### src/rtl/cic_filter.sv
// Single-clock CIC core: clock-enable divider, N comb stages, then N integrators.
// The enable pulse is exported so upstream sample sources can run in lock-step.
module cic_filter #(
  parameter int WIDTH     = 16,
  parameter int R         = 100,
  parameter int M         = 1,
  parameter int N         = 1,
  parameter int DIV       = 5,
  parameter int GROWTH    = N * $clog2(R * M),
  parameter int OUT_WIDTH = WIDTH + GROWTH + 1
) (
  input  logic                 clk,
  input  logic                 rst,
  input  logic [WIDTH-1:0]     in,
  output logic                 clk_en,
  output logic [OUT_WIDTH-1:0] comb_out,
  output logic [OUT_WIDTH-1:0] out
);

  localparam int CNT_W = (DIV > 1) ? $clog2(DIV) : 1;
  localparam logic [CNT_W-1:0] CNT_MAX = CNT_W'(DIV - 1);

  logic [CNT_W-1:0]     cnt_q, cnt_d;
  logic [OUT_WIDTH-1:0] in_ext;
  logic [OUT_WIDTH-1:0] comb_in [N];
  logic [OUT_WIDTH-1:0] dly_q   [N][M];
  logic [OUT_WIDTH-1:0] dly_d   [N][M];
  logic [OUT_WIDTH-1:0] comb_q  [N];
  logic [OUT_WIDTH-1:0] comb_d  [N];
  logic [OUT_WIDTH-1:0] acc_q   [N];
  logic [OUT_WIDTH-1:0] acc_d   [N];

  // Gating with rst keeps the pulse low for the whole time reset is held.
  assign clk_en = (cnt_q == CNT_MAX) && rst;
  assign in_ext = {{(OUT_WIDTH - WIDTH){in[WIDTH-1]}}, in};

  always_comb begin
    cnt_d = (cnt_q == CNT_MAX) ? '0 : cnt_q + CNT_W'(1);
  end

  // Plain modular arithmetic: integrator wrap is cancelled by the comb chain.
  always_comb begin
    comb_in[0] = in_ext;
    for (int j = 1; j < N; j++) begin
      comb_in[j] = comb_q[j-1];
    end
    for (int j = 0; j < N; j++) begin
      comb_d[j]   = comb_in[j] - dly_q[j][M-1];
      dly_d[j][0] = comb_in[j];
      for (int k = 1; k < M; k++) begin
        dly_d[j][k] = dly_q[j][k-1];
      end
    end
    acc_d[0] = acc_q[0] + comb_q[N-1];
    for (int j = 1; j < N; j++) begin
      acc_d[j] = acc_q[j] + acc_q[j-1];
    end
  end

  always_ff @(posedge clk or negedge rst) begin
    if (!rst) begin
      cnt_q <= '0;
      for (int j = 0; j < N; j++) begin
        for (int k = 0; k < M; k++) begin
          dly_q[j][k] <= '0;
        end
        comb_q[j] <= '0;
        acc_q[j]  <= '0;
      end
    end else begin
      cnt_q <= cnt_d;
      if (clk_en) begin
        dly_q  <= dly_d;
        comb_q <= comb_d;
        acc_q  <= acc_d;
      end
    end
  end

  assign comb_out = comb_q[N-1];
  assign out      = acc_q[N-1];

endmodule

### config.mk
export PLATFORM = sky130hd
export DESIGN_NAME = cic_filter
export DESIGN_NICKNAME = d
export VERILOG_FILES = /design/src/rtl/cic_filter.sv
export SDC_FILE = /design/constraint.sdc
export NUM_CORES = 1
export LEC_CHECK = 0
export BUFFER_PORTS_ARGS = -buffer_cell sky130_fd_sc_hd__buf_2
export CORE_UTILIZATION = 54
export DETAILED_ROUTE_END_ITERATION = 7
export HOLD_SLACK_MARGIN = 0.06
export MAX_ROUTING_LAYER = met4
export PLACE_DENSITY = 0.77
export SLEW_MARGIN = 20
export SYNTH_ARGS = -nofsm -noshare
export SYNTH_HDL_FRONTEND = slang
export SYNTH_SLANG_ARGS = --single-unit
### constraint.sdc
create_clock -name clk -period 3.95 [get_ports clk]
set_input_delay 0 -clock clk [delete_from_list [all_inputs] [get_ports clk]]
set_output_delay 0 -clock clk [all_outputs]
set_load 0.02 [all_outputs]
Word level (Yosys, flattened, before mapping) --
Index checks and enable logic that the tools add are counted.
Cells by class: add/subtract/negate cells 3, $mul 0, div/mod/pow operators 0, $lt $le $gt $ge 0, equality and inequality tests 1, shifts and indexed selects 0, multiplexer cells 1, bitwise gates (word level) 0, reduce and logical (&&, ||, !) cells 1
Operators by type and width (number):
- $add 24x24->24 | 1
- $sub 16x16->17 | 1
- $add 3x1->3 const B | 1
- $eq 3x3->1 const B | 1
- $mux 3 | 1
- $logic_and 1x1->1 | 1
Word-level totals: flip-flop bits (word level) 67, latch bits 0, bits in writable memories 0, bits in read-only memories 0, input bits 18, output and inout port bits 49, word-level logic and storage cells 10, memories kept 0

Logic depth before layout (Yosys ltp) --
Gate-level depths: netlist (run 1).
depth in word-level cells 2, depth in mapped cells 10, mapped depth without buffers 10

Least setup slack after synthesis (run 1) --
No wires, ideal clock.
path type register to register, from register comb_q, in the netlist comb_out[22], to register acc_q, in the netlist out[23], setup time 0.090 ns, data arrival time 2.621 ns, data required time 3.860 ns, setup slack 1.239 ns, cell stages (with the launch flop) 10, path buffers 1, clock period less this slack 2.711 ns, path through dfrtp_1 ha_1 clkbuf_1 a211oi_1 nor2_1 o41ai_1 o21ai_0 a2111oi_4 and4bb_1 o221ai_1
On the way: cells in the longest elaborated chain, start to end 1
RTL lines:
- start, declared | line 28 | logic [OUT_WIDTH-1:0] comb_q [N];
- start signal, assigned | line 74 | comb_q <= comb_d;
- $add 24x24->24 | line 54 | acc_d[0] = acc_q[0] + comb_q[N-1];
- end signal, assigned by index | line 68 | acc_q[j] <= '0;
- end signal, assigned | line 75 | acc_q <= acc_d;
- end, declared | line 30 | logic [OUT_WIDTH-1:0] acc_q [N];
Every way passes these cells. A chain may end at the register's enable or synchronous reset.

Final worst setup path (run 1) --
Same ends and word-level chain as after synthesis.

==> flow_summary.yaml, run 1 <==
min_path:
  min_path_type: "input pin to asynchronous set/reset pin"
clocking:
  clock_latency_ns: 0.35
  clockBufferDepth: 2
  path_clk_slew_ns: 0.07
  clock-sinks: 60
  numCtsBuffers: 9
  cts-root-buf: "clkbuf_8"
  cts_tree: "yes"
  cts_max_level: 3
synthesis:
  ys.flop_type: "dfrtp_1"
  synth_fa_ha_area_share_pct: 13.1
  synth-compound-area-share_pct: 22.6
  seq_area_frac_synth_pct: 35.7
  synth_cell_types: 55
  synth_simple_gate_area_share_pct: 16.3
  synthArstFlopShare_pct: 100
  synth_cells: 480
  synth.avg_cell_area_um2: 8.77
  synthXorXnorAreaFrac_pct: 6.45
  yosysWarningCount: 0
  synth_edf_count: 0
  syn-num-nets: 541
  synth_top_family_by_area: "compound AO/OA/AOI/OAI gates"
  synth_top_cell_area_share_pct: 35.7
  synth_area_um2: 4210
  ys_ff_latch: 60
  synthTopCellsByArea: "dfrtp_1 36%, ha_1 12%, o21ai_0 8.0%"
  yosys.area.top_type: "dfrtp_1"
  synth_mux_area_share_pct: 0.476
critical_path:
  ff2ff_setup_slack_ns: 1.12
  slowest_delay_ns: 0.78
  endpoint_kind: "register"
  path_buf_inv: 0
  r2r-start: "comb_out[22]$_DFFE_PN0P_"
  worstSetupPathType: "register to register"
  crit_path_start_kind: "register"
  slowest_stage: "dfrtp_1"
  ff2ff_path_depth: 8
  path_delay_family: "compound AO/OA/AOI/OAI gates"
  path_cells: "ha_1 > a211oi_1 > nor2_1 > o41ai_1 > o21ai_0 > a2111oi_4 > and4bb_1 > o221ai_1"
  reg2reg_to: "out[23]$_DFFE_PN0P_"
  required_ns: 4.19
  worst_ep_arrival_time_ns: 3.06
  crit_path_max_fanout: 21
  cp.depth: 8
drt:
  wl_per_cell_um: 14.0
  dr.max_layer_used: "met4"
  dr.first_iter.drc_count: 137
  num_vias: 3570
  drc: 0
  wl_um: 9200
  wl_met2_um: 4380
  firstDrtPassIters: 4
  viasPerCell: 5.45
  wl_met3_um: 377
  wl_met1_um: 4280
  detail-route-antenna-nets: 0
sta:
  drv_slew: 0
  fmax_ghz: 0.354
  finalCritPeriodShare_pct: 71.5
  finalCriticalPeriod_ns: 2.83
  rsz0062_at_grt: "false"
  tightest_slew_ns: 0.896
  worst_slack_ns: 1.12
  setup_tns_ns: 0
  skew_ns: 0.00576
  finalSetupViolations: 0
  hold_viol: 0
  slew_headroom_pct: 39.9
global_route:
  grt_pass1_wl_um: 15600
  grt_use_total_pct: 24.6
  antenna_found_initial: 0
  grt_pass1_vias: 3447
  grt_max_degree: 61
  grt_overflow: 0
run:
  drv_cap: 0
power:
  p_leak_nw: 2.37
  peakVddDrop_uv: 253
  powerDensity_nw_per_um2: 707
placed_design:
  place_congestion: 0.956
  io_buffers: 66
  preCtsSetupSlack_ns: 1.13
  hpwl_um: 6670
die:
  start_util_pct: 56.8
  ios: 67
  dieWidth_um: 90.3
  core_area_um2: 7410
  dieArea_um2: 8150
  fp.dieH_um: 90.3
  row_count: 31
finish:
  antenna_cells: 0
  layout-drive-gt1-share_pct: 17.1
  finalCoreUtilization_pct: 66.7
  area_growth_syn_to_layout_pct: 17.5
  num-nets-final: 612
status:
  outcome: "finished, final reports clean"
-- final cells by class --
class	instances	area (µm²)
Multi-Input combinational cell	370	2490
Fill cell	645	2470
Sequential cell	60	1500
Timing Repair Buffer	85	515
Clock buffer	13	179
Tap cell	99	124
Inverter	25	93.8
Clock inverter	3	42.5
-- tightest hold or removal path, cell delays in order --
cell and delay [ns]:
dlygate4sd3_1 0.52, buf_2 0.11, buf_4 0.59
-- what timing repair did --
action / 4_1_cts / 5_1_grt
resized for setup: 0 / 0
hold buffers: 17 / 0
buffers inserted: 0 / 0
hold endpoints to repair: 77 / 0
-- metrics by stage --
step	instance area [µm²]	power, W	hold WS [ns]	std cells
final	4940	0.00349	0.365	655
after global routing	4940	0.00376	0.438	655
after CTS	4940	0.00350	0.394	655
after detailed placement	4550	0.00286	0.232	622
after global placement	4550	0.00279	0.224	622
after floorplan	4210	0.00242	-0.296	480
-- how the worst max path moves through the flow --
stage | from | to | slack, ns
final | comb_out[22]$_DFFE_PN0P_ | out[23]$_DFFE_PN0P_ | 1.12
after global routing | cnt_q[0]$_DFF_PN0_ | clk_en | 0.86
after CTS | comb_out[22]$_DFFE_PN0P_ | out[23]$_DFFE_PN0P_ | 1.12
after detailed placement | comb_out[22]$_DFFE_PN0P_ | out[23]$_DFFE_PN0P_ | 1.13
after global placement | comb_out[22]$_DFFE_PN0P_ | out[23]$_DFFE_PN0P_ | 1.24
after floorplan | comb_out[22]$_DFFE_PN0P_ | out[23]$_DFFE_PN0P_ | 1.24
-- kinds of logic after synthesis --
logic type      count (synthesis)
mux                             2
xor+xnor                       31
flops                          60
compound gates                151
simple gates                  143
fa+ha+maj                      43
buf+inv                        50
-- sequential cells by signal, summed over array words and instances (netlist names) --
name and cells:
out 24, cnt_q 3, dly_q 16, comb_out 17
-- cells in the final DEF (no fill, tap or decap), types with 4 or more instances in the layout --
cell type / n
nand2_1: 77
o21ai_0: 67
buf_2: 66
dfrtp_1: 60
ha_1: 41
a21oi_1: 27
inv_1: 24
xor2_1: 20
nor2_1: 17
dlygate4sd3_1: 17
clkbuf_8: 13
nand2b_1: 12
xnor2_1: 11
a21o_1: 10
nand3_1: 8
o21ai_1: 6
a211oi_1: 5
nor2b_1: 4
o21a_1: 4
nor3_1: 4
a31oi_1: 4
a21boi_0: 4
nor3b_1: 4
-- cells in the mapped netlist (all sizes together), types with 11 or more instances --
| cell | number |
|---|---|
| a21oi | 27 |
| xor2 | 20 |
| nand2b | 12 |
| o21ai | 74 |
| nand2 | 77 |
| a21o | 11 |
| xnor2 | 11 |
| nor2 | 17 |
| dfrtp | 60 |
| inv | 24 |
| clkbuf | 16 |
| ha | 41 |
-- metal layers --
layer	global-route usage [%]	vias to the layer above
met1	29.4	1628
met2	39.9	94
met5	-	-
met4	10.6	0
li1	-	1830
met3	5.64	18
-- power breakdown --
group / total [W] / switching, W / internal, W
registers: 0.000952 / 0.000161 / 0.000791
clock network: 0.000612 / 0.000252 / 0.000359
logic: 0.00193 / 0.00114 / 0.000786
total: 0.00349 / 0.00156 / 0.00194
Power figures use the tool's default switching activity.
==> run 2, diff against run 1 <==
- clock period: 3.95 -> 2.7 ns (I/O delays scaled with it)
==> run 2 against run 1 <==
Against the previous run: cell area up 1.0%; maximum frequency up 12%; final cell count grew 1.1%; clock skew increased by 0.0030 ns; wire length increased by 2.3%; via count grew 0.76%; register-to-register slack worse by 0.95 ns; critical path type unchanged; largest cell class unchanged; highest routed layer unchanged.
==> flow_summary.yaml, run 2 (synthesis results as in run 1) <==
status:
  outcome: "finished, final reports clean"
critical_path:
  crit_path_max_fanout: 5
  ff2ff_setup_slack_ns: 0.18
  slowest_stage: "dfrtp_1"
  reg2reg_to: "out[23]$_DFFE_PN0P_"
  crit_path_start_kind: "register"
  path_cells: "ha_2 > a2111oi_4 > o21ai_2 > nor4b_4 > or3_4 > a2111oi_4 > and4bb_1 > o221ai_1"
  cpMostUsedCell: "a2111oi_4"
  slowest_delay_ns: 0.41
  r2r-start: "comb_out[4]$_DFFE_PN0P_"
  ff2ff_path_depth: 8
  required_ns: 2.96
  endpoint_kind: "register"
  worstSetupPathType: "register to register"
  worst_ep_arrival_time_ns: 2.78
die:
  dieArea_um2: 8150
  ios: 67
  start_util_pct: 56.8
  core_area_um2: 7410
  dieWidth_um: 90.3
  fp.dieH_um: 90.3
  row_count: 31
placed_design:
  place_congestion: 0.897
  io_buffers: 66
  preCtsSetupSlack_ns: 0.144
  placed_cells: 629
  hpwl_um: 6820
sta:
  fmax_ghz: 0.397
  worst_slack_ns: 0.178
  setup_tns_ns: 0
  rsz0062_at_grt: "false"
  skew_ns: 0.00877
  tightest_slew_ns: 0.768
  slew_headroom_pct: 48.8
  finalSetupViolations: 0
  hold_viol: 0
  drv_slew: 0
  finalCriticalPeriod_ns: 2.52
  finalCritPeriodShare_pct: 93.4
run:
  drv_cap: 0
power:
  peakVddDrop_uv: 495
  powerDensity_nw_per_um2: 1040
  p_leak_nw: 2.39
clocking:
  numCtsBuffers: 9
  path_clk_slew_ns: 0.08
  clock_latency_ns: 0.35
  post_cts_buffers: 0
  cts_tree: "yes"
  cts-root-buf: "clkbuf_8"
  clockBufferDepth: 2
  clock-sinks: 60
  cts_max_level: 3
finish:
  area_growth_syn_to_layout_pct: 18.7
  final_common_cell: "nand2_1"
  num-nets-final: 619
  antenna_cells: 0
  nFillCells: 627
  mostFrequentLayoutCells: "77 x nand2_1, 66 x o21ai_0, 66 x buf_2, 59 x dfrtp_1, 40 x ha_1"
  largest_reg_flops: 24
  stdcell_count: 662
  finalCoreUtilization_pct: 67.4
  layout-drive-gt1-share_pct: 18.3
global_route:
  grt_use_met2_pct: 41.2
  grt_pass1_vias: 3476
  use_met1_pct: 31.8
  grt_max_degree: 61
  grt-busiest-layer: "met2"
  grt_use_total_pct: 25.2
  grt_pass1_wl_um: 16000
  grt_overflow: 0
  grt.met3_usage_pct: 3.37
  antenna_found_initial: 0
drt:
  dr.first_iter.drc_count: 212
  drc: 0
  wl_per_cell_um: 14.2
  num_vias: 3597
  wl_um: 9400
  firstDrtPassIters: 4
  viasPerCell: 5.43
  detail-route-antenna-nets: 0
min_path:
  min_path_type: "input pin to asynchronous set/reset pin"
==> run 2: cell count changes in the layout (fill, tap and decap cells not counted), sizes merged <==
cell,previous run,this run
buf,68,75
bufinv,1,2
clkinvlp,1,2
clkinv,2,3
clkbuf,13,10
==> run 2: final cells by class <==
| cell class | count | area [µm²] | share of cell area, % |
|---|---|---|---|
| multi-input cells | 370 | 2490 | 49.8 |
| clock buffers | 10 | 128 | 2.56 |
| clock inverters | 6 | 88.8 | 1.78 |
| repair buffers | 92 | 568 | 11.4 |
| inverters | 25 | 93.8 | 1.88 |
| flip-flops and latches | 60 | 1500 | 30.1 |
| well taps | 99 | 124 | 2.48 |
==> run 2: routing by layer <==
layer,vias up,share of wire [%]
met2,79,47
met1,1660,47
li1,1842,-
met4,0,2.0
met3,16,3.7
met5,-,0
==> run 2: repair_timing <==
| item | CTS | global route |
|---|---|---|
| hold endpoints to repair | 77 | 0 |
| resized for setup | 0 | 2 |
| hold buffers | 17 | 0 |
| setup endpoints to repair | 0 | 1 |
==> run 2: critical path, delay by kind of cell, from the launching register on <==
| family | cells | cell delay (ns) |
|---|---|---|
| compound gates | 4 | 0.89 |
| flops | 1 | 0.41 |
| fa+ha+maj | 1 | 0.34 |
| simple gates | 3 | 0.80 |
==> run 2: power breakdown <==
part | internal, W | total [W] | switching, W
clock | 0.000520 | 0.000915 | 0.000395
combinational | 0.00119 | 0.00288 | 0.00170
sequential | 0.00116 | 0.00138 | 0.000226
==> run 2: worst max-delay path by stage <==
stage	from	to	slack, ns	cells past startpoint
after global routing	out[5]$_DFFE_PN0P_	out[23]$_DFFE_PN0P_	0.03	8
after CTS	comb_out[4]$_DFFE_PN0P_	out[23]$_DFFE_PN0P_	0.12	8
after floorplan	comb_out[4]$_DFFE_PN0P_	out[23]$_DFFE_PN0P_	0.18	8
after detailed placement	comb_out[4]$_DFFE_PN0P_	out[23]$_DFFE_PN0P_	0.14	8
after global placement	comb_out[4]$_DFFE_PN0P_	out[23]$_DFFE_PN0P_	0.22	8
final	comb_out[4]$_DFFE_PN0P_	out[23]$_DFFE_PN0P_	0.18	8
==> run 2: per-stage QoR <==
stage          area (µm²)  hold WS, ns  power [W]
5_1_grt              4990        0.424    0.00558
3_3_place_gp         4600        0.228    0.00416
3_5_place_dp         4600        0.231    0.00423
4_1_cts              4990        0.385    0.00518
2_1_floorplan        4210       -0.296    0.00354
6_report             4990        0.344    0.00518
